$ cat config.mk
export PLATFORM = sky130hd
export DESIGN_NAME = as512512512_spi_slave_flat
export DESIGN_NICKNAME = d
export VERILOG_FILES = /design/src/rtl/as512512512_spi_slave_if.sv /design/src/rtl/as512512512_spi_slave.sv /design/src/flat_wrapper.sv
export SDC_FILE = /design/constraint.sdc
export NUM_CORES = 1
export LEC_CHECK = 0
export CAP_MARGIN = 20
export CORE_MARGIN = 2
export CORE_UTILIZATION = 51
export DETAILED_ROUTE_END_ITERATION = 16
export GPL_TIMING_DRIVEN = 0
export HOLD_SLACK_MARGIN = 0.05
export PLACE_DENSITY = 0.76
export SYNTH_ARGS = -nofsm -noshare
export SYNTH_HDL_FRONTEND = slang
export SYNTH_SLANG_ARGS = --single-unit
$ cat constraint.sdc
create_clock -name clk -period 2.05 [get_ports clk]
set_input_delay 0.41 -clock clk [delete_from_list [all_inputs] [get_ports clk]]
set_output_delay 0.41 -clock clk [all_outputs]
set_load 0.005 [all_outputs]
$ cat src/rtl/as512512512_spi_slave_if.sv
// SPI pins plus core-side transmit/receive handshake for the SPI slave endpoint.
interface as512512512_spi_slave_if;
    localparam int unsigned DATA_W = 8;

    logic              sclk;
    logic              cs_n;
    logic              mosi;
    logic              miso;
    logic              miso_oe;
    logic [DATA_W-1:0] tx_data;
    logic              tx_load;
    logic              tx_ready;
    logic [DATA_W-1:0] rx_data;
    logic              rx_valid;
    logic              underrun;
    logic              clr_flags;
    logic              busy;

    modport slave (
        input  sclk, cs_n, mosi, tx_data, tx_load, clr_flags,
        output miso, miso_oe, tx_ready, rx_data, rx_valid, underrun, busy
    );

    modport master (
        output sclk, cs_n, mosi, tx_data, tx_load, clr_flags,
        input  miso, miso_oe, tx_ready, rx_data, rx_valid, underrun, busy
    );
endinterface

$ cat src/rtl/as512512512_spi_slave.sv
// SPI mode-0 slave, MSB first, 8-bit frames, oversampled pins, one-byte tx holding buffer.
module as512512512_spi_slave #(
    parameter logic [7:0]  IDLE_BYTE   = 8'hFF,
    parameter int unsigned SYNC_STAGES = 2
) (
    input  logic                        clk,
    input  logic                        rst,
    as512512512_spi_slave_if.slave      bus
);
    localparam int unsigned BYTE_W = 8;
    localparam int unsigned CNT_W  = 3;

    typedef enum logic {ST_IDLE, ST_ACTIVE} state_t;

    logic [SYNC_STAGES-1:0] sclk_sync;
    logic [SYNC_STAGES-1:0] cs_sync;
    logic [SYNC_STAGES-1:0] mosi_sync;
    logic                   sclk_h;
    logic                   cs_h;

    state_t             state;
    logic [CNT_W-1:0]   bit_cnt;
    logic [BYTE_W-1:0]  shift_out;
    logic [BYTE_W-1:0]  rx_shift;
    logic [BYTE_W-1:0]  tx_buf;
    logic               tx_ready_q;
    logic [BYTE_W-1:0]  rx_data_q;
    logic               rx_valid_q;
    logic               underrun_q;
    logic               miso_q;
    logic               miso_oe_q;
    logic               busy_q;

    logic               sclk_s_c;
    logic               cs_s_c;
    logic               mosi_s_c;
    logic               sclk_rise_c;
    logic               sclk_fall_c;
    logic               cs_fall_c;
    logic               cs_rise_c;
    logic               drain_c;
    logic [BYTE_W-1:0]  reload_c;

    // Pin synchronizers plus one history flop for edge detection
    always_ff @(posedge clk or negedge rst) begin
        if (!rst) begin
            sclk_sync <= '0;
            cs_sync   <= '1;
            mosi_sync <= '0;
            sclk_h    <= 1'b0;
            cs_h      <= 1'b1;
        end else begin
            sclk_sync <= {sclk_sync[SYNC_STAGES-2:0], bus.sclk};
            cs_sync   <= {cs_sync[SYNC_STAGES-2:0], bus.cs_n};
            mosi_sync <= {mosi_sync[SYNC_STAGES-2:0], bus.mosi};
            sclk_h    <= sclk_sync[SYNC_STAGES-1];
            cs_h      <= cs_sync[SYNC_STAGES-1];
        end
    end

    // Edge detection and buffer-drain decision (frame start or byte boundary)
    always_comb begin
        sclk_s_c    = sclk_sync[SYNC_STAGES-1];
        cs_s_c      = cs_sync[SYNC_STAGES-1];
        mosi_s_c    = mosi_sync[SYNC_STAGES-1];
        sclk_rise_c = sclk_s_c & ~sclk_h;
        sclk_fall_c = ~sclk_s_c & sclk_h;
        cs_fall_c   = ~cs_s_c & cs_h;
        cs_rise_c   = cs_s_c & ~cs_h;
        drain_c     = ((state == ST_IDLE) && cs_fall_c) ||
                      ((state == ST_ACTIVE) && !cs_rise_c && sclk_fall_c && (bit_cnt == '0));
        reload_c    = tx_ready_q ? IDLE_BYTE : tx_buf;
    end

    // Frame FSM, shift registers, holding buffer and flags
    always_ff @(posedge clk or negedge rst) begin
        if (!rst) begin
            state      <= ST_IDLE;
            bit_cnt    <= '0;
            shift_out  <= '0;
            rx_shift   <= '0;
            tx_buf     <= '0;
            tx_ready_q <= 1'b1;
            rx_data_q  <= '0;
            rx_valid_q <= 1'b0;
            underrun_q <= 1'b0;
            miso_q     <= 1'b0;
            miso_oe_q  <= 1'b0;
            busy_q     <= 1'b0;
        end else begin
            rx_valid_q <= 1'b0;

            // A new underrun outranks a simultaneous clear
            if (bus.clr_flags) underrun_q <= 1'b0;
            if (drain_c && tx_ready_q) underrun_q <= 1'b1;

            // Load is judged on the pre-drain buffer state
            if (bus.tx_load && tx_ready_q) begin
                tx_buf     <= bus.tx_data;
                tx_ready_q <= 1'b0;
            end else if (drain_c && !tx_ready_q) begin
                tx_ready_q <= 1'b1;
            end

            case (state)
                ST_IDLE: begin
                    if (cs_fall_c) begin
                        state     <= ST_ACTIVE;
                        bit_cnt   <= '0;
                        shift_out <= reload_c;
                        miso_q    <= reload_c[BYTE_W-1];
                        miso_oe_q <= 1'b1;
                        busy_q    <= 1'b1;
                    end
                end
                ST_ACTIVE: begin
                    if (cs_rise_c) begin
                        state     <= ST_IDLE;
                        bit_cnt   <= '0;
                        miso_q    <= 1'b0;
                        miso_oe_q <= 1'b0;
                        busy_q    <= 1'b0;
                    end else if (sclk_rise_c) begin
                        rx_shift <= {rx_shift[BYTE_W-2:0], mosi_s_c};
                        bit_cnt  <= bit_cnt + CNT_W'(1);
                        if (bit_cnt == CNT_W'(7)) begin
                            rx_data_q  <= {rx_shift[BYTE_W-2:0], mosi_s_c};
                            rx_valid_q <= 1'b1;
                        end
                    end else if (sclk_fall_c) begin
                        if (bit_cnt == '0) begin
                            shift_out <= reload_c;
                            miso_q    <= reload_c[BYTE_W-1];
                        end else begin
                            shift_out <= {shift_out[BYTE_W-2:0], 1'b0};
                            miso_q    <= shift_out[BYTE_W-2];
                        end
                    end
                end
                default: state <= ST_IDLE;
            endcase
        end
    end

    assign bus.miso     = miso_q;
    assign bus.miso_oe  = miso_oe_q;
    assign bus.tx_ready = tx_ready_q;
    assign bus.rx_data  = rx_data_q;
    assign bus.rx_valid = rx_valid_q;
    assign bus.underrun = underrun_q;
    assign bus.busy     = busy_q;
endmodule

$ cat src/flat_wrapper.sv
// flat-port wrapper written by rule: the top's interface ports become plain ports
module as512512512_spi_slave_flat 
#(
    parameter logic [7:0]  IDLE_BYTE   = 8'hFF,
    parameter int unsigned SYNC_STAGES = 2
)
  (clk, rst, bus_sclk, bus_cs_n, bus_mosi, bus_tx_data, bus_tx_load, bus_clr_flags, bus_miso, bus_miso_oe, bus_tx_ready, bus_rx_data, bus_rx_valid, bus_underrun, bus_busy);
  as512512512_spi_slave_if bus_i ();
  input  logic clk;
  input  logic rst;
  input wire logic [$bits(bus_i.sclk)-1:0] bus_sclk;
  input wire logic [$bits(bus_i.cs_n)-1:0] bus_cs_n;
  input wire logic [$bits(bus_i.mosi)-1:0] bus_mosi;
  input wire logic [$bits(bus_i.tx_data)-1:0] bus_tx_data;
  input wire logic [$bits(bus_i.tx_load)-1:0] bus_tx_load;
  input wire logic [$bits(bus_i.clr_flags)-1:0] bus_clr_flags;
  output wire logic [$bits(bus_i.miso)-1:0] bus_miso;
  output wire logic [$bits(bus_i.miso_oe)-1:0] bus_miso_oe;
  output wire logic [$bits(bus_i.tx_ready)-1:0] bus_tx_ready;
  output wire logic [$bits(bus_i.rx_data)-1:0] bus_rx_data;
  output wire logic [$bits(bus_i.rx_valid)-1:0] bus_rx_valid;
  output wire logic [$bits(bus_i.underrun)-1:0] bus_underrun;
  output wire logic [$bits(bus_i.busy)-1:0] bus_busy;
  assign bus_i.sclk = bus_sclk;
  assign bus_i.cs_n = bus_cs_n;
  assign bus_i.mosi = bus_mosi;
  assign bus_i.tx_data = bus_tx_data;
  assign bus_i.tx_load = bus_tx_load;
  assign bus_i.clr_flags = bus_clr_flags;
  assign bus_miso = bus_i.miso;
  assign bus_miso_oe = bus_i.miso_oe;
  assign bus_tx_ready = bus_i.tx_ready;
  assign bus_rx_data = bus_i.rx_data;
  assign bus_rx_valid = bus_i.rx_valid;
  assign bus_underrun = bus_i.underrun;
  assign bus_busy = bus_i.busy;
  as512512512_spi_slave #(.IDLE_BYTE(IDLE_BYTE), .SYNC_STAGES(SYNC_STAGES)) u_core (.clk(clk), .rst(rst), .bus(bus_i));
endmodule
Word level (Yosys, flattened, before mapping)
Index checks and enable logic that the tools add are counted.
{ "classes": {"add_sub_neg": 1, "n_mul": 0, "div": 0, "order_cmp": 0, "n_eq_ne": 9, "n_shift": 0, "muxes": 31, "bitwise": 10, "reduce_logical": 19} }
{ "ops": {"columns": ["cell", "count"], "rows": [
  ["$mux 7", 5],
  ["$mux 1", 17],
  ["$pmux 7 s2", 1],
  ["$mux 3", 3],
  ["$ne 3x3->1 const B", 3],
  ["$mux 8", 1],
  ["$ne 2x2->1 const B", 4],
  ["$reduce_and 4->1", 2],
  ["$logic_and 1x1->1", 7],
  ["$not 1->1", 6],
  ["$pmux 1 s2", 3],
  ["$pmux 3 s2", 1],
  ["$reduce_and 3->1", 2],
  ["$and 1x1->1", 4],
  ["$reduce_and 2->1", 2],
  ["$reduce_bool 2->1", 2],
  ["$add 3x1->3 const B", 1],
  ["$eq 3x3->1 const B", 1],
  ["$logic_not 3->1", 1],
  ["$logic_not 1->1", 2],
  ["$ne 2x1->1 const B", 1],
  ["$logic_or 1x1->1", 1]
]} }
{ "totals": {"reg_bits": 47, "latch_bits": 0, "ramBits": 0, "romBits": 0, "input_bits": 15, "wordCells": 86, "mem_count": 0} }

Depth between registers and ports, before layout
{ "depth": {"word_depth": 10, "mapped_depth": 7} }

Worst setup path before layout
No wires, ideal clock.
{ "synth_timing": {"kind": "reg-to-reg", "start": "reg u_core.bit_cnt[0]", "end": "reg u_core.miso_q (netlist: u_core.bus.miso)", "setup_time_ns": 0.120, "arrival_ns": 1.434, "required_time_ns": 1.930, "slack_ns": 0.496, "stages_incl_launch_ff": 8, "path_cell_list": "dfrtp_1 inv_1 ha_1 nand2b_4 and2_1 clkbuf_2 or3_1 a31o_1"} }
{ "synth_between": {"elab_chain_len": 6} }
{ "synth_rtl": {"columns": ["item", "line", "rtl"], "rows": [
  ["start: declaration", "as512512512_spi_slave.sv:22", "logic [CNT_W-1:0] bit_cnt;"],
  ["start signal: assignment", "as512512512_spi_slave.sv:125", "bit_cnt <= bit_cnt + CNT_W'(1);"],
  ["$logic_not 3->1", "as512512512_spi_slave.sv:131", "if (bit_cnt == '0) begin"],
  ["$mux 1", "as512512512_spi_slave.sv:131", null],
  ["$mux 1", "as512512512_spi_slave.sv:130", "end else if (sclk_fall_c) begin"],
  ["$mux 1", "as512512512_spi_slave.sv:123", "end else if (sclk_rise_c) begin"],
  ["$mux 1", "as512512512_spi_slave.sv:117", "if (cs_rise_c) begin"],
  ["$pmux 1 s2", "as512512512_spi_slave.sv:105", "case (state)"],
  ["end signal: assignment", "as512512512_spi_slave.sv:111", "miso_q <= reload_c[BYTE_W-1];"],
  ["end signal: assignment", "as512512512_spi_slave.sv:133", "miso_q <= reload_c[BYTE_W-1];"],
  ["end signal: assignment", "as512512512_spi_slave.sv:136", "miso_q <= shift_out[BYTE_W-2];"],
  ["end: declaration", "as512512512_spi_slave.sv:30", "logic miso_q;"]
]} }
No other way between the ends. The select of a mux whose other input is x is not followed.
A chain may end at the register's enable or synchronous reset.

Worst setup path in the final report
{ "layout_timing": {"start": "reg u_core.tx_ready_q (netlist: u_core.bus.tx_ready)", "end": "out bus_tx_ready"} }
{ "layout_lines": {"columns": ["item", "line", "rtl"], "rows": [
  ["start: declaration", "as512512512_spi_slave.sv:26", "logic tx_ready_q;"],
  ["start signal: assignment", "as512512512_spi_slave.sv:83", "tx_ready_q <= 1'b1;"],
  ["start signal: assignment", "as512512512_spi_slave.sv:100", "tx_ready_q <= 1'b0;"],
  ["start signal: assignment", "as512512512_spi_slave.sv:102", "tx_ready_q <= 1'b1;"],
  ["end: declaration", "flat_wrapper.sv:19", "output wire logic [$bits(bus_i.tx_ready)-1:0] bus_tx_ready;"]
]} }
No word-level cell between the ends.

==> flow_results.xml <==
<?xml version="1.0" encoding="UTF-8"?>
<metrics>
  <group name="status">
    <metric name="status" unit="">complete, no violations</metric>
  </group>
  <group name="yosys">
    <metric name="synth.net_count" unit="">162</metric>
    <metric name="synth.most_common_cell" unit="">sky130_fd_sc_hd__dfrtp_1</metric>
    <metric name="yosys-top-cells-area" unit="">sky130_fd_sc_hd__dfrtp_1 55%, sky130_fd_sc_hd__mux2_1 8.1%, sky130_fd_sc_hd__mux2_4 6.1%</metric>
    <metric name="synthCells" unit="">144</metric>
    <metric name="ys_types" unit="">38</metric>
    <metric name="yosys-top-cells-count" unit="">43 x sky130_fd_sc_hd__dfrtp_1, 14 x sky130_fd_sc_hd__mux2_1, 12 x sky130_fd_sc_hd__nand2_1, 8 x sky130_fd_sc_hd__mux2_4</metric>
    <metric name="syn-mean-instance-area" unit="um2">13.6</metric>
    <metric name="synth.top_cell.area_share" unit="%">55.0</metric>
    <metric name="yosys.area.top_type" unit="">sky130_fd_sc_hd__dfrtp_1</metric>
    <metric name="ys.flop_type" unit="">sky130_fd_sc_hd__dfrtp_1</metric>
    <metric name="yosys_warnings" unit="">0</metric>
    <metric name="ys_seq_area_share" unit="%">60.4</metric>
    <metric name="yosys_register_bits" unit="">47</metric>
    <metric name="asyncSetResetFlopFracSynth" unit="%">100</metric>
    <metric name="synth-edff-count" unit="">0</metric>
    <metric name="synthesis.area" unit="um2">1960</metric>
  </group>
  <group name="drt">
    <metric name="detailed_routing_wirelength_on_met1" unit="um">1580</metric>
    <metric name="dr_wl_met3" unit="um">135</metric>
    <metric name="maxUsedRoutingLayer" unit="">met4</metric>
    <metric name="drtIter0Drc" unit="">56</metric>
    <metric name="first_pass_iters" unit="">4</metric>
    <metric name="post-route-drc-count" unit="">0</metric>
    <metric name="avgRoutedWirePerCell" unit="um">15.0</metric>
    <metric name="drt.antenna.violating_nets" unit="">0</metric>
    <metric name="vias" unit="">1191</metric>
    <metric name="route.detailed.vias_per_inst" unit="">5.18</metric>
    <metric name="route.final.wire_length" unit="um">3460</metric>
    <metric name="wl_met2" unit="um">1690</metric>
  </group>
  <group name="worst_setup_path">
    <metric name="critical-path-top-delay-family" unit="">flip-flops</metric>
    <metric name="timing.critical_path.cells" unit="">clkdlybuf4s50_1</metric>
    <metric name="critical_path_required" unit="ns">1.64</metric>
    <metric name="timing.critical_path.slowest_cell_delay" unit="ns">0.54</metric>
    <metric name="critPathLaunch" unit="">u_core.bus.tx_ready</metric>
    <metric name="count_of_cells_along_the_worst_register_to_register_path" unit="">7</metric>
    <metric name="critPathCaptureType" unit="">primary output</metric>
    <metric name="cp.buffers_inverters" unit="">1</metric>
    <metric name="critical-path-slowest-cell" unit="">sky130_fd_sc_hd__dfstp_2</metric>
    <metric name="worstReg2RegEnd" unit="">u_core.bus.miso</metric>
    <metric name="cp_data_arrival_time" unit="ns">1.33</metric>
    <metric name="worstSetupStartpointType" unit="">flop</metric>
    <metric name="setup.worst_path.class" unit="">flop to primary output</metric>
    <metric name="path_depth" unit="">1</metric>
    <metric name="r2r_setup_slack" unit="ns">0.35</metric>
    <metric name="cp_max_fo" unit="">3</metric>
    <metric name="crit-reg2reg-launch" unit="">u_core.bit_cnt[0]</metric>
  </group>
  <group name="die">
    <metric name="effective_utilization_at_floorplan" unit="%">53.4</metric>
    <metric name="placement_rows" unit="">22</metric>
    <metric name="design.portCount" unit="">29</metric>
    <metric name="die_w" unit="um">65.9</metric>
    <metric name="dieHeight" unit="um">65.9</metric>
    <metric name="die_area" unit="um2">4350</metric>
    <metric name="fp.coreArea" unit="um2">3660</metric>
  </group>
  <group name="run">
    <metric name="max_cap_viol" unit="">0</metric>
  </group>
  <group name="timing">
    <metric name="worst_hold_slack" unit="ns">0.352</metric>
    <metric name="setup_tns" unit="ns">0</metric>
    <metric name="report.final.hold_viol_count" unit="">0</metric>
    <metric name="setup-violations-final" unit="">0</metric>
    <metric name="final.period_utilization" unit="%">85.1</metric>
    <metric name="rsz0062_at_grt" unit="">false</metric>
    <metric name="clock-skew-final" unit="ns">0.00414</metric>
    <metric name="final.min_clock_period" unit="ns">1.74</metric>
    <metric name="finalMaxSlewViolations" unit="">0</metric>
    <metric name="maxClockFrequency" unit="MHz">573</metric>
    <metric name="tightest_slew" unit="ns">0.405</metric>
    <metric name="slew-limit-headroom" unit="%">73.0</metric>
  </group>
  <group name="global_route">
    <metric name="grt-ovfl-total" unit="">0</metric>
    <metric name="number_of_global_route_vias_before_repair" unit="">1255</metric>
    <metric name="antenna_violations_before_repair" unit="">0</metric>
    <metric name="grt_pass1_wl" unit="um">5880</metric>
    <metric name="grt_max_degree" unit="">32</metric>
    <metric name="overall_global_routing_resource_usage" unit="%">18.4</metric>
  </group>
  <group name="layout">
    <metric name="n_antenna_cell" unit="">0</metric>
    <metric name="drive_gt1_share" unit="%">19.2</metric>
    <metric name="final_util" unit="%">65.6</metric>
    <metric name="stdcell_count" unit="">230</metric>
    <metric name="design.final.nets" unit="">199</metric>
    <metric name="area_growth" unit="%">22.8</metric>
  </group>
  <group name="cts">
    <metric name="clock_tree.htree_level_count" unit="">2</metric>
    <metric name="post_cts.resized_instances" unit="">0</metric>
    <metric name="worst_skew_pair.late_latency" unit="ns">0.30</metric>
    <metric name="clk_root_buffer_cell" unit="">sky130_fd_sc_hd__clkbuf_8</metric>
    <metric name="post_cts_setup_repair_bufs" unit="">0</metric>
    <metric name="clk_pin_slew" unit="ns">0.08</metric>
    <metric name="numCtsBuffers" unit="">5</metric>
    <metric name="clock_tree_from_tritoncts" unit="">built</metric>
    <metric name="clockBufferDepth" unit="">2</metric>
    <metric name="cts.sink_count" unit="">47</metric>
    <metric name="ctsHoldBuffers" unit="">1</metric>
  </group>
  <group name="pwr">
    <metric name="worst_ir_drop_vdd" unit="mV">0.817</metric>
    <metric name="static-leakage-power" unit="uW">0.00114</metric>
    <metric name="report.power.total" unit="uW">2480</metric>
    <metric name="power_per_cell_area" unit="nW/um2">1030</metric>
  </group>
  <group name="hold_path">
    <metric name="worstHoldEndpoint" unit="">u_core.mosi_sync[1]</metric>
    <metric name="worst_hold_startpoint" unit="">u_core.mosi_sync[0]</metric>
    <metric name="hp-class" unit="">flop to flop</metric>
    <metric name="hold_depth" unit="">0</metric>
  </group>
  <group name="placed_design">
    <metric name="placed_cells" unit="">221</metric>
    <metric name="dp_hpwl" unit="um">2540</metric>
    <metric name="portBuffers" unit="">28</metric>
    <metric name="place.gp.congestion" unit="">0.756</metric>
  </group>
</metrics>
stage by stage:
stage | instance area (um2) | setup slack, ns
detailed placement | 2310 | 0.360
global placement | 2300 | -0.571
finish | 2400 | 0.306
floorplan | 1960 | 0.496
CTS | 2400 | 0.295
global route | 2400 | 0.248
placed cells by master (no fill, tap or decap), types with 2 or more instances in the layout:
cell type	netlist	routed
sky130_fd_sc_hd__clkdlybuf4s50_1	0	27
sky130_fd_sc_hd__dfstp_2	4	4
sky130_fd_sc_hd__nor3_1	6	6
sky130_fd_sc_hd__mux2_4	8	8
sky130_fd_sc_hd__o31ai_1	6	6
sky130_fd_sc_hd__dfrtp_1	43	43
sky130_fd_sc_hd__mux2_2	2	2
sky130_fd_sc_hd__buf_2	2	3
sky130_fd_sc_hd__nor2_1	6	6
sky130_fd_sc_hd__mux2_1	14	14
sky130_fd_sc_hd__nand2_1	12	12
sky130_fd_sc_hd__ha_1	3	3
sky130_fd_sc_hd__o21ai_1	3	3
sky130_fd_sc_hd__a22o_1	3	3
sky130_fd_sc_hd__inv_1	4	4
sky130_fd_sc_hd__buf_4	2	2
sky130_fd_sc_hd__a21oi_1	2	2
sky130_fd_sc_hd__nand2b_1	2	2
sky130_fd_sc_hd__clkbuf_1	0	2
sky130_fd_sc_hd__clkbuf_8	0	5
sky130_fd_sc_hd__o21ai_0	2	2
per-layer routing:
metal,global-route usage [%],up-vias
li1,-,570
met1,24.7,590
met2,27.8,25
met3,6.81,6
met4,6.25,0
met5,0,-
sequential cells by signal, summed over array words and instances, names as in the netlist, 2 cells and up:
register,cells
u_core.mosi_sync,2
u_core.cs_sync,2
u_core.sclk_sync,2
u_core.bit_cnt,3
u_core.rx_shift,7
u_core.bus.rx_data,8
u_core.shift_out,7
u_core.tx_buf,8
worst max-delay path by stage:
stage | end | slack (ns)
floorplan | u_core.bus.miso | 0.50
CTS | bus_tx_ready | 0.30
global route | bus_tx_ready | 0.25
detailed placement | u_core.bus.miso | 0.36
finish | bus_tx_ready | 0.31
global placement | u_core.shift_out[3] | -0.57
layout make-up:
| class | instances | area [um2] |
|---|---|---|
| clock buffers | 7 | 76.3 |
| fillers | 265 | 1260 |
| multi-input cells | 85 | 711 |
| clock inverters | 1 | 5.00 |
| plain buffers | 6 | 41.3 |
| flip-flops and latches | 47 | 1180 |
| inverters | 6 | 22.5 |
| repair buffers | 30 | 305 |
| well taps | 48 | 60.1 |
cell families after synthesis:
logic type | Yosys count | synth area share [%]
AOI/OAI and AO/OA | 21 | 7.74
adders and majority gates | 3 | 1.92
buffers and inverters | 12 | 3.26
DFF | 47 | 60.4
muxes | 24 | 15.4
and+or+nand+nor | 37 | 11.3
power breakdown:
group | internal (uW) | switching [uW] | total (uW) | leakage, uW
clock | 240 | 292 | 531 | 0.0000422
sequential | 1190 | 164 | 1350 | 0.000581
combinational | 323 | 271 | 594 | 0.000513
Note: power is estimated with default switching activity, not from simulation.
